File: config.mk
export PLATFORM = sky130hd
export DESIGN_NAME = host_rx_pkt_write
export DESIGN_NICKNAME = d
export VERILOG_FILES = /design/src/rtl/host_rx_pkg.sv /design/src/rtl/host_rx_byte_packer.sv /design/src/rtl/host_rx_pkt_write.sv
export SDC_FILE = /design/constraint.sdc
export NUM_CORES = 1
export LEC_CHECK = 0
export CAP_MARGIN = 5
export CORE_MARGIN = 4
export CORE_UTILIZATION = 51
export CTS_BUF_LIST = sky130_fd_sc_hd__clkbuf_16
export CTS_CLUSTER_SIZE = 20
export DETAILED_ROUTE_END_ITERATION = 6
export HOLD_SLACK_MARGIN = 0.1
export PLACE_DENSITY = 0.87
export REMOVE_ABC_BUFFERS = 1
export SETUP_SLACK_MARGIN = 0.2
export SLEW_MARGIN = 20
export SYNTH_ARGS = -nofsm -noshare
export SYNTH_HDL_FRONTEND = slang
export SYNTH_HIERARCHICAL = 1
export SYNTH_SLANG_ARGS = --single-unit
File: constraint.sdc
create_clock -name i_clk -period 3.35 [get_ports i_clk]
set_input_delay 0.335 -clock i_clk [delete_from_list [all_inputs] [get_ports i_clk]]
set_output_delay 0.335 -clock i_clk [all_outputs]
set_load 0.1 [all_outputs]
File: src/rtl/host_rx_pkg.sv
// Shared constants, flag encodings, FSM states and word layout for the host receive write path.
// Latency: n/a (definitions only).
// Backpressure: n/a (definitions only).
package host_rx_pkg;

  localparam int WORD_BYTES = 16;
  localparam int MAX_WORDS  = 128;

  // Position flag carried in bits [133:132] of every packet-buffer word.
  localparam logic [1:0] FLAG_HEAD   = 2'b01;
  localparam logic [1:0] FLAG_MID    = 2'b00;
  localparam logic [1:0] FLAG_TAIL   = 2'b10;
  localparam logic [1:0] FLAG_SINGLE = 2'b11;

  typedef enum logic [1:0] {
    ST_IDLE  = 2'd0,
    ST_WRITE = 2'd1,
    ST_DISC  = 2'd2
  } rx_state_t;

  // 134-bit packet-buffer word: flag, invalid-byte count, data (first byte at [127:120]).
  typedef struct packed {
    logic [1:0]   flag;
    logic [3:0]   inv;
    logic [127:0] dat;
  } pkt_word_t;

endpackage

File: src/rtl/host_rx_byte_packer.sv
// Packs a byte stream into 16-byte buffer words, left-justified, with invalid-byte count.
// Latency: word and write strobe are registered, one cycle after the completing byte.
// Backpressure: none; accepts one byte per cycle whenever push is high.
//
// Ports: clk/rst_n (sync active-low); push/first/last/din describe the incoming byte,
// flag is the position flag to stamp on a word emitted this cycle; at_fill tells the
// caller the next pushed (non-first) byte completes a word; word_done is high in the
// cycle a word completes; word_wr/word are the registered word outputs.
module host_rx_byte_packer
  import host_rx_pkg::*;
(
  input  logic       clk,
  input  logic       rst_n,
  input  logic       push,
  input  logic       first,
  input  logic       last,
  input  logic [7:0] din,
  input  logic [1:0] flag,
  output logic       at_fill,
  output logic       word_done,
  output logic       word_wr,
  output pkt_word_t  word
);

  logic [119:0] sr_q;      // up to 15 bytes waiting, newest in the low byte
  logic [3:0]   cnt_q;     // bytes currently held
  logic [119:0] sr_base;
  logic [3:0]   cnt_base;
  logic [127:0] sr_full;
  logic [4:0]   n_held;
  logic [3:0]   inv_c;

  always_comb begin
    // A first byte starts from an empty register regardless of leftovers.
    sr_base   = first ? '0 : sr_q;
    cnt_base  = first ? 4'd0 : cnt_q;
    sr_full   = {sr_base, din};
    n_held    = {1'b0, cnt_base} + 5'd1;
    inv_c     = 4'(5'd16 - n_held);  // 16 held bytes wraps to 0
    at_fill   = (cnt_q == 4'(WORD_BYTES - 1));
    word_done = push && (last || (cnt_base == 4'(WORD_BYTES - 1)));
  end

  always_ff @(posedge clk) begin
    if (!rst_n) begin
      sr_q    <= '0;
      cnt_q   <= '0;
      word_wr <= 1'b0;
      word    <= '0;
    end else begin
      word_wr <= word_done;
      if (push) begin
        if (word_done) begin
          sr_q      <= '0;
          cnt_q     <= '0;
          word.flag <= flag;
          word.inv  <= inv_c;
          // Shift the held bytes up so the oldest lands at [127:120].
          word.dat  <= sr_full << {inv_c, 3'b000};
        end else begin
          sr_q  <= sr_full[119:0];
          cnt_q <= n_held[3:0];
        end
      end
    end
  end

endmodule

File: src/rtl/host_rx_pkt_write.sv
// Writes host receive packets into the packet buffer and issues a 13-bit descriptor per packet.
// Latency: word write 1 cycle after the completing byte; descriptor valid 1 cycle after the tail write.
// Backpressure: descriptor held until ready; packets starting while a descriptor is pending are dropped.
//
// Ports: i_clk/i_rst_n (sync active-low); byte stream iv_data/i_data_wr/i_data_last;
// bufid offer iv_pkt_bufid/i_pkt_bufid_valid popped by o_pkt_bufid_ack; buffer write
// ov_pkt_data/o_pkt_data_wr/ov_pkt_waddr; descriptor ov_pkt_descriptor/o_pkt_descriptor_wr/
// i_pkt_descriptor_ready; event pulses o_pkt_cnt_pulse/o_pkt_discard_pulse/o_pkt_trunc_pulse;
// ov_discard_cnt (live only with HOST_RX_DISCARD_CNT_EN defined); ov_state for debug.
module host_rx_pkt_write
  import host_rx_pkg::*;
#(
  parameter logic [3:0] INPORT = 4'd8
) (
  input  logic         i_clk,
  input  logic         i_rst_n,
  input  logic [7:0]   iv_data,
  input  logic         i_data_wr,
  input  logic         i_data_last,
  input  logic [8:0]   iv_pkt_bufid,
  input  logic         i_pkt_bufid_valid,
  output logic         o_pkt_bufid_ack,
  output logic [133:0] ov_pkt_data,
  output logic         o_pkt_data_wr,
  output logic [15:0]  ov_pkt_waddr,
  output logic [12:0]  ov_pkt_descriptor,
  output logic         o_pkt_descriptor_wr,
  input  logic         i_pkt_descriptor_ready,
  output logic         o_pkt_cnt_pulse,
  output logic         o_pkt_discard_pulse,
  output logic         o_pkt_trunc_pulse,
  output logic [15:0]  ov_discard_cnt,
  output logic [1:0]   ov_state
);

  rx_state_t   state_q, state_d;
  logic [8:0]  bufid_q, cur_bufid;
  logic [6:0]  widx_q, cur_widx;
  logic [15:0] waddr_q;
  logic [12:0] desc_q;
  logic        desc_set, desc_set_q, desc_wr_q;
  logic        accept, pend;
  logic        start, push, discard, trunc;
  logic        ack_q, cnt_pulse_q, disc_pulse_q, trunc_pulse_q;
  logic [1:0]  flag;
  logic        at_fill, word_done;
  pkt_word_t   word;

  always_comb begin
    accept   = desc_wr_q && i_pkt_descriptor_ready;
    // Pending covers the cycle between tail write and descriptor assertion; an
    // acceptance this cycle already counts as clear.
    pend     = (desc_set_q || desc_wr_q) && !accept;
    state_d  = state_q;
    start    = 1'b0;
    push     = 1'b0;
    discard  = 1'b0;
    trunc    = 1'b0;
    desc_set = 1'b0;
    case (state_q)
      ST_IDLE: begin
        if (i_data_wr) begin
          if (i_pkt_bufid_valid && !pend) begin
            start = 1'b1;
            push  = 1'b1;
            if (i_data_last) desc_set = 1'b1;
            else             state_d  = ST_WRITE;
          end else begin
            discard = 1'b1;
            if (!i_data_last) state_d = ST_DISC;
          end
        end
      end
      ST_WRITE: begin
        if (i_data_wr) begin
          push = 1'b1;
          if (i_data_last) begin
            desc_set = 1'b1;
            state_d  = ST_IDLE;
          end else if (at_fill && (widx_q == 7'(MAX_WORDS - 1))) begin
            // Buffer full without an end marker: close it here, drop the rest.
            trunc    = 1'b1;
            desc_set = 1'b1;
            state_d  = ST_DISC;
          end
        end
      end
      ST_DISC: begin
        if (i_data_wr && i_data_last) state_d = ST_IDLE;
      end
      default: state_d = ST_IDLE;
    endcase
  end

  always_comb begin
    cur_widx  = start ? 7'd0 : widx_q;
    cur_bufid = start ? iv_pkt_bufid : bufid_q;
    if (i_data_last)                        flag = (cur_widx == 7'd0) ? FLAG_SINGLE : FLAG_TAIL;
    else if (cur_widx == 7'(MAX_WORDS - 1)) flag = FLAG_TAIL;
    else                                    flag = (cur_widx == 7'd0) ? FLAG_HEAD : FLAG_MID;
  end

  host_rx_byte_packer u_packer (
    .clk       (i_clk),
    .rst_n     (i_rst_n),
    .push      (push),
    .first     (start),
    .last      (i_data_last),
    .din       (iv_data),
    .flag      (flag),
    .at_fill   (at_fill),
    .word_done (word_done),
    .word_wr   (o_pkt_data_wr),
    .word      (word)
  );

  always_ff @(posedge i_clk) begin
    if (!i_rst_n) begin
      state_q       <= ST_IDLE;
      bufid_q       <= '0;
      widx_q        <= '0;
      waddr_q       <= '0;
      desc_q        <= '0;
      desc_set_q    <= 1'b0;
      desc_wr_q     <= 1'b0;
      ack_q         <= 1'b0;
      cnt_pulse_q   <= 1'b0;
      disc_pulse_q  <= 1'b0;
      trunc_pulse_q <= 1'b0;
    end else begin
      state_q <= state_d;
      if (start) bufid_q <= iv_pkt_bufid;
      if (word_done) begin
        widx_q  <= cur_widx + 7'd1;
        waddr_q <= {cur_bufid, cur_widx};
      end else if (start) begin
        widx_q  <= '0;
      end
      desc_set_q <= desc_set;
      if (desc_set_q)  desc_wr_q <= 1'b1;
      else if (accept) desc_wr_q <= 1'b0;
      // Only loaded while nothing is pending, so the held value stays stable.
      if (desc_set) desc_q <= {INPORT, cur_bufid};
      ack_q         <= start;
      cnt_pulse_q   <= accept;
      disc_pulse_q  <= discard;
      trunc_pulse_q <= trunc;
    end
  end

`ifdef HOST_RX_DISCARD_CNT_EN
  logic [15:0] disc_cnt_q;
  always_ff @(posedge i_clk) begin
    if (!i_rst_n) begin
      disc_cnt_q <= '0;
    end else if (disc_pulse_q && (disc_cnt_q != 16'hFFFF)) begin
      disc_cnt_q <= disc_cnt_q + 16'd1;
    end
  end
  assign ov_discard_cnt = disc_cnt_q;
`else
  assign ov_discard_cnt = '0;
`endif

  assign ov_pkt_data         = word;
  assign ov_pkt_waddr        = waddr_q;
  assign ov_pkt_descriptor   = desc_q;
  assign o_pkt_descriptor_wr = desc_wr_q;
  assign o_pkt_bufid_ack     = ack_q;
  assign o_pkt_cnt_pulse     = cnt_pulse_q;
  assign o_pkt_discard_pulse = disc_pulse_q;
  assign o_pkt_trunc_pulse   = trunc_pulse_q;
  assign ov_state            = state_q;

endmodule
-- Yosys cells after proc, flatten, opt, wreduce, memory -nomap -nowiden
Cells that the tools add are included.
- add/subtract/negate cells: 3
- eq/ne operators: 11
- shift operators: 1
- multiplexer cells: 35
- bitwise gates (word level): 3
- reductions and logical operators: 17
- operator list (cell ; number):
    120-bit 2-to-1 mux ; 2
    128-bit by 7-bit << shifter with 128-bit output ; 1
    2-bit 2-to-1 mux ; 10
    1-bit 2-to-1 mux ; 15
    7-bit equality test, second input constant ; 2
    7-bit 2-to-1 mux ; 2
    9-bit 2-to-1 mux ; 1
    4-bit equality test, second input constant ; 2
    4-bit 2-to-1 mux ; 2
    2-bit inequality test, second input constant ; 4
    7-bit by 1-bit adder with 7-bit output, second input constant ; 1
    7-bit logical NOT ; 1
    1-bit logical AND ; 6
    2-bit case mux with 3 select lines ; 1
    5-bit AND reduction ; 1
    4-bit by 1-bit adder with 4-bit output, second input constant ; 1
    1-bit case mux with 2 select lines ; 2
    4-bit OR reduction ; 1
    1-bit by 4-bit subtractor with 4-bit output, first input constant ; 1
    3-bit inequality test, second input constant ; 1
    1-bit NOT ; 3
    3-bit AND reduction ; 1
    2-bit by 1-bit equality test with 1-bit output, second input constant ; 1
    2-bit equality test, second input constant ; 1
    other kinds (5) ; 7
- flip-flop bits (word level): 309
- logic and storage cells: 87

-- Longest topological paths before layout
Gate-level depths: netlist of run 1.
- word-level depth: 13
- gate-level depth with buffers: 20

-- Cells and area by module
Netlist of run 1, hierarchy kept.
- by module, submodules not included (module ; times used ; cells an instance ; area an instance (µm²) ; seq. area each (µm²)):
    host_rx_byte_packer ; 1 ; 1603 ; 13730.7 ; 5185.0
    host_rx_pkt_write ; 1 ; 239 ; 2218.4 ; 1001.0

-- Least setup slack after synthesis of run 1
Ideal clock, no wire load.
- path type: reg-to-reg
- from: reg desc_wr_q, in the netlist o_pkt_descriptor_wr
- to: reg waddr_q[14], in the netlist ov_pkt_waddr[14]
- library setup time: 0.137 ns
- arrival time: 4.214 ns
- slack: -1.002 ns
- stages on the path, launching flop included: 20
- path buffers: 8
- period minus slack after synthesis: 4.352 ns
- path through: dfxtp_1 -> nand2_1 -> a2111o_1 -> buf_6 -> inv_1 -> buf_4 -> nand2b_1 -> inv_1 -> buf_2 -> ha_1 -> and4b_1 -> o21ai_2 -> inv_1 -> buf_2 -> buf_2 -> buf_2 -> clkbuf_1 -> buf_1 -> nor2_1 -> a211oi_1
- cells in the longest elaborated chain, start to end: 12
- elaborated cells between the ends (all ways): 15
- those cells by class: eq/ne (1); mux (6); reduce/logical (8)
- ends and longest elaborated chain (element ; line ; source):
    start, declared ; host_rx_pkt_write.sv:41 ; logic desc_set, desc_set_q, desc_wr_q;
    start signal, assigned ; host_rx_pkt_write.sv:125 ; desc_wr_q <= 1'b0;
    start signal, assigned ; host_rx_pkt_write.sv:140 ; if (desc_set_q) desc_wr_q <= 1'b1;
    start signal, assigned ; host_rx_pkt_write.sv:141 ; else if (accept) desc_wr_q <= 1'b0;
    1-bit logical AND ; host_rx_pkt_write.sv:50 ; accept = desc_wr_q && i_pkt_descriptor_ready;
    1-bit logical NOT ; host_rx_pkt_write.sv:53 ; pend = (desc_set_q || desc_wr_q) && !accept;
    1-bit logical AND (*) ; host_rx_pkt_write.sv:53 ;
    1-bit logical NOT (*) ; host_rx_pkt_write.sv:63 ; if (i_pkt_bufid_valid && !pend) begin
    1-bit logical AND (*) ; host_rx_pkt_write.sv:63 ;
    1-bit 2-to-1 mux (*) ; host_rx_pkt_write.sv:63 ;
    1-bit 2-to-1 mux (*) ; host_rx_pkt_write.sv:62 ; if (i_data_wr) begin
    1-bit 2-to-1 mux (*) ; host_rx_pkt_write.sv:60 ; case (state_q)
    via start ; host_rx_pkt_write.sv:43 ; logic start, push, discard, trunc;
    4-bit 2-to-1 mux (*) ; host_rx_byte_packer.sv:36 ; cnt_base = first ? 4'd0 : cnt_q;
    4-bit equality test (*) ; host_rx_byte_packer.sv:41 ; word_done = push && (last || (cnt_base == 4'(WORD_BYTES - 1)));
    1-bit logical OR (*) ; host_rx_byte_packer.sv:41 ;
    1-bit logical AND (*) ; host_rx_byte_packer.sv:41 ;
    via word_done ; host_rx_pkt_write.sv:46 ; logic at_fill, word_done;
    end signal, assigned ; host_rx_pkt_write.sv:135 ; waddr_q <= {cur_bufid, cur_widx};
    end, declared ; host_rx_pkt_write.sv:39 ; logic [15:0] waddr_q;
The timed path passes the listed nets; every way through them passes the cells marked *.
A chain may end at the register's enable or synchronous reset.

-- Worst setup path after layout of run 1
- from: reg desc_wr_q, in the netlist o_pkt_descriptor_wr
- to: reg u_packer/word[5] (netlist name)
- cells in the longest elaborated chain, start to end: 13
- elaborated cells between the ends (all ways): 19
- those cells by class: add/sub (2); eq/ne (1); shift (1); mux (6); reduce/logical (9)
- ends and longest elaborated chain (element ; line):
    1-bit logical AND ; host_rx_pkt_write.sv:50
    1-bit logical NOT ; host_rx_pkt_write.sv:53
    1-bit logical AND (*) ; host_rx_pkt_write.sv:53
    1-bit logical NOT (*) ; host_rx_pkt_write.sv:63
    1-bit logical AND (*) ; host_rx_pkt_write.sv:63
    1-bit 2-to-1 mux (*) ; host_rx_pkt_write.sv:63
    1-bit 2-to-1 mux (*) ; host_rx_pkt_write.sv:62
    1-bit 2-to-1 mux (*) ; host_rx_pkt_write.sv:60
    via start ; host_rx_pkt_write.sv:43
    4-bit 2-to-1 mux (*) ; host_rx_byte_packer.sv:36
    4-bit equality test (*) ; host_rx_byte_packer.sv:41
    1-bit logical OR (*) ; host_rx_byte_packer.sv:41
    1-bit logical AND (*) ; host_rx_byte_packer.sv:41
    via word_done ; host_rx_pkt_write.sv:46
    2-bit AND reduction (no source line) (*) ; -
Marked as above.

==> impl_metrics.tcl, run 1 <==
set metrics [dict create \
    path_max_fanout 33 \
    grt.overflow.total 0 \
    synth_flop_cell "dfxtp_1" \
    max_stage_delay_ns 0.45 \
    dp.cells 2369 \
    syn-cell-area_sq_um 15900 \
    whs_ns 0.301 \
    start_kind "flop" \
    die_x_microns 185 \
    worstPathRequired_ns 3.85 \
    initial_core_util 0.519 \
    cts_max_level 1 \
    viasPerCell 6.67 \
    cp_cell_sequence "or2_4, a2111o_1, inv_2, nand2b_2, inv_1, ha_1, and4b_2, o21ai_4, inv_4, buf_12, nor2_4, buf_12, clkbuf_16, a22o_1" \
    tightest_slew_ns 1.09 \
    clock.fmax_mhz 322 \
    instances_no_fill 2430 \
    hold_path_class "primary input to flop" \
    worst_ir_drop_vdd_mv 0.437 \
    final_nets 2039 \
    finalCriticalPeriod_ns 3.10 \
    antenna_found_initial 1 \
    mostFrequentLayoutCell "dfxtp_1" \
    gr-usage-all-layers 0.308 \
    drv_cap 0 \
    yosysTopAreaCell "dfxtp_1" \
    leakage_nw 6.74 \
    grt_max_degree 85 \
    power_per_cell_area_nw_per_um2 441 \
    grt_pass1_vias 15100 \
    synth_cell_type_count 92 \
    finalWirelength_microns 56600 \
    critPathKind "flop to flop" \
    setup_viol 0 \
    yosysTopAreaCellShare 0.388 \
    cp.arrival_ns 3.60 \
    crit_path_frequent_cell "buf_12" \
    die_y_microns 185 \
    crit_family "simple AND/OR/NAND/NOR gates" \
    cp_num_buf_inv 6 \
    synthToLayoutAreaGrowth_pct 22.2 \
    drt-initial-drc-count 2563 \
    io_buffers 190 \
    num_vias 16200 \
    synth_edf_count 0 \
    clockBufferDepth 3 \
    status "completed" \
    io_pins 210 \
    dp_hpwl_microns 37100 \
    grt_pass1_wl_microns 85100 \
    place_congestion 0.945 \
    cts_buffers 31 \
    drt_first_pass_iters 7 \
    final_max_slew_viol_count 0 \
    synth.area.top_cells "dfxtp_1 39%, mux2i_1 7.9%, a21oi_1 5.9%" \
    slew_headroom 0.271 \
    cp-end-kind "flop" \
    grt_setup_unrepaired "no" \
    drive_above_1_share 0.126 \
    yosys_warnings 6 \
    clock_sinks 309 \
    final-seq-area_sq_um 6190 \
    fillers 2443 \
    final_cell_mix "306 x dfxtp_1, 224 x nand2_1, 189 x a21oi_1, 189 x clkdlybuf4s50_1, 147 x nand3_1" \
    path_clk_slew_ns 0.06 \
    hold_viol 0 \
    core_area_sq_um 30700 \
    synth_seq_cells 309 \
    multi_input_area_sq_um 8710 \
    dieArea_sq_um 34200 \
    setup_tns_ns 0 \
    fin_crit_sh 0.926 \
    clockRootBuffer "clkbuf_16" \
    cts_tree "yes" \
    clk_latency_ns 0.58 \
    synthArstFlopShare 0 \
    syn-mean-instance-area_sq_um 8.66 \
    skew_ns 0.0244 \
    synth_cells 1842 \
    ant_nets 0 \
    wl_per_cell_microns 23.3 \
    synth-seq-area-share 0.388 \
    slowest_stage "a2111o_1" \
    rows 64 \
    diodes 0 \
    drc 0 \
]
==> kinds of logic after synthesis <==
kind of cell | count (synthesis) | synth area share
AND/OR/NAND/NOR | 563 | 0.163
AO/OA/AOI/OAI | 553 | 0.223
flip-flops | 309 | 0.388
buffers and inverters | 214 | 0.0728
multiplexers | 195 | 0.149
XOR/XNOR | 4 | 0.00220
adder cells (fa/ha/maj) | 3 | 0.00235
other | 1 | 0.000235
==> path summary, 6_finish.rpt <==
path / start / end / slack, ns / depth (start not counted)
setup reg to reg: o_pkt_descriptor_wr$_SDFFE_PN0P_ / u_packer/word[5]$_SDFFE_PN0P_ / 0.25 / 14
hold / removal: i_rst_n / u_packer/word[133]$_SDFFE_PN0P_ / 0.30 / 3
setup / recovery: o_pkt_descriptor_wr$_SDFFE_PN0P_ / u_packer/word[5]$_SDFFE_PN0P_ / 0.25 / 14
hold reg to reg: u_packer/word[61]$_SDFFE_PN0P_ / u_packer/word[61]$_SDFFE_PN0P_ / 0.45 / 2
==> where the power goes <==
group          switching (W)  internal (W)  total [W]
clock network        0.00148       0.00174    0.00322
logic                0.00114      0.000427    0.00156
registers          0.0000682       0.00375    0.00382
==> sequential cells by signal (all words and copies together), names as in the netlist, 2 cells and up <==
name / count
u_packer/word: 134
u_packer/sr_q: 120
ov_pkt_waddr: 16
ov_pkt_descriptor: 10
bufid_q: 9
widx_q: 7
u_packer/cnt_q: 4
ov_state: 2
==> synth_stat cells, types with 8 or more instances <==
cell type    n
a211oi_1    37
a21oi_1    189
a221oi_1    12
a22o_1      42
a22oi_1     15
a2bb2oi_1    8
a31oi_1     13
and2_1       9
buf_1       15
buf_2       50
buf_4       31
buf_6       18
clkbuf_1    78
dfxtp_1    309
inv_1       14
mux2_2      36
mux2i_1    126
mux4_2      19
nand2_1    225
nand2b_1    15
nand3_1    147
nand4_1      8
nor2_1     100
nor3_1      15
nor4_1      12
o211ai_1    11
o21ai_0     91
o21ai_1      9
o221ai_1    21
o22ai_1     49
==> area by class of cell <==
| cell class | count | share of cell area |
|---|---|---|
| inverter | 19 | 0.00379 |
| clock buffer | 31 | 0.0398 |
| tap | 396 | 0.0254 |
| clock inverter | 23 | 0.00642 |
| sequential | 309 | 0.318 |
| timing repair buffer | 315 | 0.160 |
| multi-input combinational | 1337 | 0.447 |
==> routing by layer <==
metal | track usage | routed length [microns] | vias to the layer above
met5 | 0 | 13 | -
met4 | 0.139 | 3380 | 2
met3 | 0.0719 | 7950 | 290
met2 | 0.476 | 24500 | 1353
met1 | 0.413 | 20800 | 7503
li1 | - | - | 7068
==> per-stage QoR <==
step / power, W / setup WS, ns / utilization / instance area [sq um]
6_report: 0.00860 / 0.248 / 0.634 / 19500
3_5_place_dp: 0.00539 / -0.0703 / 0.601 / 18500
3_3_place_gp: 0.00537 / 0.0459 / 0.601 / 18500
2_1_floorplan: 0.00494 / -7.49 / - / 14900
4_1_cts: 0.00855 / 0.231 / 0.630 / 19400
5_1_grt: 0.00880 / 0.145 / 0.634 / 19500
==> repair_timing <==
action                     CTS  global route
setup buffers                0             5
hold buffers                 0             0
resized for setup            0             6
setup endpoints to repair    0           177
==> worst register-to-register path: stages, from the launching register on <==
cell and delay, ns:
dfxtp_1 0.34, or2_4 0.28, a2111o_1 0.45, inv_2 0.10
nand2b_2 0.16, inv_1 0.07, ha_1 0.23, and4b_2 0.27
o21ai_4 0.20, inv_4 0.08, buf_12 0.17, nor2_4 0.13
buf_12 0.17, clkbuf_16 0.21, a22o_1 0.16
Power figures use the tool's default switching activity.
==> run 2: changes to the inputs <==
CELL_PAD_IN_SITES_DETAIL_PLACEMENT = 0   (was unset)
CELL_PAD_IN_SITES_GLOBAL_PLACEMENT = 2   (was unset)
CORE_UTILIZATION = 31   (was 51)
==> impl_metrics.tcl, run 2 (synthesized netlist as in run 1, its figures left out) <==
set metrics [dict create \
    grt-busiest-layer "met2" \
    status "completed" \
    regMostFlops "u_packer/word" \
    power.share.clock 0.422 \
    antenna_found_initial 0 \
    cts_tree "yes" \
    final_cell_mix "306 x dfxtp_1, 224 x nand2_1, 189 x a21oi_1, 189 x clkdlybuf4s50_1, 147 x nand3_1" \
    switchingPower_w 0.00284 \
    finalWirelength_microns 63100 \
    dieArea_sq_um 55100 \
    multi_input_area_sq_um 8720 \
    core_area_sq_um 50500 \
    io_pins 210 \
    worstPathRequired_ns 3.80 \
    finalCriticalPeriod_ns 2.94 \
    grt_pass1_wl_microns 95900 \
    drt-initial-drc-count 1674 \
    hold_path_end "ov_pkt_descriptor[12]$_SDFFE_PN0P_" \
    hold_viol 0 \
    critPathKind "flop to flop" \
    final-seq-area_sq_um 6190 \
    largest_reg_flops 134 \
    whs_path_depth 2 \
    cts_buffers 36 \
    clockRootBuffer "clkbuf_16" \
    cp_cell_sequence "or2_4, a2111o_1, inv_1, nand2b_2, inv_1, ha_1, and4b_1, buf_4, o211ai_2, buf_4, nor2_1, buf_4, a22o_1" \
    internal_power_w 0.00650 \
    path_clk_slew_ns 0.06 \
    drc 0 \
    cp-end-kind "flop" \
    initial_core_util 0.316 \
    clockBufferDepth 3 \
    grt_use_met2 0.328 \
    leakage_nw 6.97 \
    hold_path_class "primary input to flop" \
    wl_per_cell_microns 23.0 \
    clock.fmax_mhz 340 \
    drv_cap 0 \
    clk_latency_ns 0.56 \
    grt.overflow.total 0 \
    diodes 0 \
    sw_frac_of_total 0.304 \
    gr-usage-met1 0.306 \
    cp.arrival_ns 3.39 \
    die_y_microns 235 \
    instances_no_fill 2739 \
    gr-usage-all-layers 0.218 \
    num_vias 15500 \
    grt_max_degree 114 \
    slew_headroom 0.277 \
    max_stage_delay_ns 0.45 \
    final_nets 2067 \
    dp_hpwl_microns 43100 \
    clock_sinks 309 \
    drive_above_1_share 0.139 \
    setup_viol 0 \
    mostFrequentLayoutCell "dfxtp_1" \
    final_max_slew_viol_count 0 \
    r2r_slack_ns 0.41 \
    viasPerCell 5.66 \
    final_util 0.402 \
    drt_first_pass_iters 6 \
    start_kind "flop" \
    grt_setup_unrepaired "yes" \
    worst_ir_drop_vdd_mv 0.249 \
    dp.cells 2675 \
    sequentialPowerShare 0.409 \
    r2r_start "o_pkt_descriptor_wr$_SDFFE_PN0P_" \
    skew_ns 0.0119 \
    fillers 5060 \
    fin_crit_sh 0.878 \
    synthToLayoutAreaGrowth_pct 27.1 \
    path_max_fanout 5 \
    io_buffers 190 \
    grtUsageMet3 0.0546 \
    cts_max_level 2 \
    die_x_microns 235 \
    grt_pass1_vias 15000 \
    r2r_cells 13 \
    rows 82 \
    place_congestion 0.880 \
    crit_path_frequent_cell "buf_4" \
    slowest_stage "a2111o_1" \
    holdBufCountCts 0 \
    whs_ns 0.136 \
    reg2reg_to "u_packer/word[17]$_SDFFE_PN0P_" \
    hp-start "i_rst_n" \
    ant_nets 0 \
    tightest_slew_ns 1.08 \
    p_total_w 0.00935 \
    power_per_cell_area_nw_per_um2 461 \
    p_comb_frac 0.169 \
]
[run 2: changes by cell type in the layout (fill, tap and decap cells not counted), moves of 2 or more]
| cell | previous run | this run |
|---|---|---|
| buf_12 | 20 | 22 |
| clkbuf_16 | 33 | 37 |
| inv_6 | 0 | 2 |
| inv_2 | 3 | 1 |
| inv_1 | 15 | 20 |
| clkinv_1 | 14 | 11 |
| bufinv_16 | 1 | 4 |
| buf_4 | 103 | 125 |
| clkinv_2 | 7 | 4 |
[run 2: final cells by class]
cell class	instances	share of cell area
clock buffer	37	0.0457
inverter	19	0.00370
multi-input combinational	1337	0.430
clock inverter	27	0.0114
tap	672	0.0415
sequential	309	0.305
timing repair buffer	338	0.162
[run 2: timing repair]
| item | 4_1_cts | 5_1_grt |
|---|---|---|
| setup buffers | 0 | 0 |
| endpoints found under the setup margin | 0 | 14 |
| gates resized for setup | 0 | 1 |
[run 2: critical path: cells and delay by family (launching register included)]
family / cells / cell delay [ns]
adders and majority gates: 1 / 0.20
DFF: 1 / 0.33
buffers and inverters: 5 / 0.72
AOI/OAI and AO/OA: 3 / 0.85
and+or+nand+nor: 4 / 0.72
[run 2: worst max-delay path by stage]
stage                                startpoint                         endpoint  slack, ns
2_1_floorplan  o_pkt_descriptor_wr$_SDFFE_PN0P_    u_packer/word[0]$_SDFFE_PN0P_      -7.49
3_3_place_gp             i_pkt_descriptor_ready  u_packer/word[106]$_SDFFE_PN0P_       0.09
3_5_place_dp             i_pkt_descriptor_ready   u_packer/sr_q[35]$_SDFFE_PN0P_       0.03
4_1_cts        o_pkt_descriptor_wr$_SDFFE_PN0P_   u_packer/sr_q[51]$_SDFFE_PN0P_       0.35
5_1_grt        o_pkt_descriptor_wr$_SDFFE_PN0P_             widx_q[0]$_SDFF_PN0_       0.19
6_report       o_pkt_descriptor_wr$_SDFFE_PN0P_   u_packer/word[17]$_SDFFE_PN0P_       0.41
[run 2: power by group through the flow]
stage                     logic (W)  clock network, W  registers, W
after floorplan            0.000610                 0       0.00433
after global routing        0.00165           0.00417       0.00383
after detailed placement    0.00157                 0       0.00390
after CTS                   0.00158           0.00403       0.00382
after global placement      0.00156                 0       0.00390
final                       0.00158           0.00394       0.00382
[run 2: layer usage]
layer  routed length (microns)  part of all wire  vias to the layer above
li1                          -                 -                     7156
met1                     28200              0.45                     7487
met2                     27300              0.43                      746
met3                      5490             0.087                      113
met4                      2080             0.033                        0
met5                         0                 0                        -
[run 2: stage by stage]
stage	TNS, ns	area (sq um)	setup slack, ns
CTS	0	20300	0.354
global route	0	20300	0.195
finish	0	20300	0.410
detailed placement	0	19100	0.0253
global placement	0	19100	0.0944
floorplan	-1990.27	14900	-7.49
==> run 3: changes to the inputs <==
PLACE_DENSITY = 0.85   (was 0.87)
SYNTH_HIERARCHICAL = unset   (was 1)
==> impl_metrics.tcl, run 3 <==
set metrics [dict create \
    clockBufferDepth 3 \
    synth_seq_cells 309 \
    mostFrequentLayoutCell "dfxtp_1" \
    rows 80 \
    core_area_sq_um 47900 \
    gr-usage-all-layers 0.199 \
    path_clk_slew_ns 0.06 \
    slew_headroom 0.266 \
    finalWirelength_microns 54500 \
    crit_family "simple AND/OR/NAND/NOR gates" \
    cts_tree "yes" \
    die_y_microns 229 \
    critPathKind "flop to flop" \
    syn-mean-instance-area_sq_um 9.50 \
    setup_viol 0 \
    io_buffers 190 \
    num_vias 13200 \
    dp.cells 2336 \
    antenna_found_initial 0 \
    grt.overflow.total 0 \
    setup_tns_ns 0 \
    initial_core_util 0.316 \
    clock.fmax_mhz 342 \
    grt_pass1_wl_microns 82200 \
    final_max_slew_viol_count 0 \
    drive_above_1_share 0.141 \
    drt-initial-drc-count 1065 \
    grt_pass1_vias 12600 \
    tightest_slew_ns 1.10 \
    drt_first_pass_iters 6 \
    status "completed" \
    finalCriticalPeriod_ns 2.92 \
    cts_max_level 2 \
    clk_latency_ns 0.55 \
    synth.area.top_cells "dfxtp_1 41%, mux2i_1 9.2%, a22o_1 9.1%" \
    r2r_slack_ns 0.43 \
    io_pins 210 \
    wl_per_cell_microns 22.7 \
    cts_buffers 37 \
    synth_flop_cell "dfxtp_1" \
    final_cell_mix "306 x dfxtp_1, 186 x clkdlybuf4s50_1, 177 x nand2_1" \
    yosysTopAreaCellShare 0.409 \
    syn-cell-area_sq_um 15100 \
    power_per_cell_area_nw_per_um2 463 \
    ant_nets 0 \
    finalWorstSetupSlack_ns 0.427 \
    grt_setup_unrepaired "no" \
    drc 0 \
    yosys-top-cells-count "309 x dfxtp_1, 177 x nand2_1, 157 x a22o_1, 139 x mux2i_1, 105 x nor2_1" \
    cp_num_buf_inv 3 \
    fillers 4690 \
    place_congestion 0.886 \
    yosysTopAreaCell "dfxtp_1" \
    fin_crit_sh 0.872 \
    synth_edf_count 0 \
    clock_sinks 309 \
    largest_reg_flops 134 \
    regMostFlops "u_packer.word" \
    dp_hpwl_microns 38300 \
    viasPerCell 5.51 \
    dieArea_sq_um 52400 \
    diodes 0 \
    slowest_stage "nor3_4" \
    worstPathRequired_ns 3.84 \
    pre_cts_ws_ns -0.0152 \
    holdBufCountCts 0 \
    skew_ns 0.0180 \
    start_kind "flop" \
    cp.arrival_ns 3.41 \
    hold_viol 0 \
    path_max_fanout 9 \
    clockRootBuffer "clkbuf_16" \
    synth-seq-area-share 0.409 \
    post_cts_resized 0 \
    instances_no_fill 2400 \
    synth_cell_type_count 85 \
    yosysMostFrequentCell "dfxtp_1" \
    yosys_warnings 0 \
    synthArstFlopShare 0 \
    die_x_microns 229 \
    crit_path_frequent_cell "buf_4" \
    drv_cap 0 \
    cp-end-kind "flop" \
    leakage_nw 6.95 \
    hold_path_class "primary input to flop" \
    synth_cells 1592 \
    cp_cell_sequence "and2_4, o2111ai_4, nand2_1, inv_1, ha_1, and4_4, a21oi_2, a21bo_2, buf_4, nor3_4, buf_4, a22o_1" \
    worst_ir_drop_vdd_mv 0.275 \
    final_nets 1786 \
    postCtsSetupRepairBufs 0 \
    max_stage_delay_ns 0.42 \
    grt_max_degree 90 \
    synthToLayoutAreaGrowth_pct 24.7 \
]
[run 3: power breakdown]
group / internal, W / switching, W / total, W
Sequential: 0.00372 / 0.0000447 / 0.00376
Combinational: 0.000253 / 0.000736 / 0.000989
Clock: 0.00238 / 0.00159 / 0.00397
Total: 0.00635 / 0.00237 / 0.00872
[run 3: area by class of cell]
cell class	instances	area (sq um)	share of cell area
Sequential cell	309	6190	0.329
Inverter	15	56.3	0.00299
Clock buffer	37	926	0.0491
Clock inverter	27	239	0.0127
Multi-Input combinational cell	1114	7950	0.421
Timing Repair Buffer	283	2730	0.145
Tap cell	615	769	0.0408
[run 3: per-layer routing]
metal  up-vias  wire length, microns  GRT usage  share of wire
met2       453                 24500      0.313           0.45
met5         -                     0          0              0
met4         0                  1660     0.0605          0.030
li1       6193                     -          -              -
met1      6480                 24600      0.277           0.45
met3        95                  3740     0.0406          0.069
[run 3: path summary, 6_finish.rpt]
check	startpoint	to	depth (start not counted)
setup / recovery	o_pkt_descriptor_wr$_SDFFE_PN0P_	u_packer.word[59]$_SDFFE_PN0P_	12
hold / removal	i_rst_n	u_packer.word[124]$_SDFFE_PN0P_	3
setup reg to reg	o_pkt_descriptor_wr$_SDFFE_PN0P_	u_packer.word[59]$_SDFFE_PN0P_	12
hold reg to reg	ov_pkt_waddr[5]$_SDFFE_PN0P_	ov_pkt_waddr[5]$_SDFFE_PN0P_	2
[run 3: metrics by stage]
step                       util  instance area, sq um  hold WS, ns  total power [W]
final                     0.393                 18900        0.399          0.00872
after global routing      0.393                 18900        0.384          0.00900
after CTS                 0.393                 18900        0.363          0.00881
after detailed placement  0.369                 17700        0.447          0.00483
after global placement    0.369                 17700        0.441          0.00482
after floorplan               -                 14200        0.414          0.00449
[run 3: kinds of logic after synthesis]
group,synth area share
other,0.000248
XOR/XNOR,0.00405
AO/OA/AOI/OAI,0.244
flip-flops,0.409
buffers and inverters,0.0716
AND/OR/NAND/NOR,0.115
adder cells (fa/ha/maj),0.00248
multiplexers,0.155
[run 3: worst reg2reg max path, cell delays in order (launching register included)]
cell and delay, ns:
dfxtp_1 0.37, and2_4 0.20, o2111ai_4 0.25, nand2_1 0.11, inv_1 0.11, ha_1 0.23
and4_4 0.28, a21oi_2 0.06, a21bo_2 0.30, buf_4 0.21, nor3_4 0.42, buf_4 0.21
a22o_1 0.13
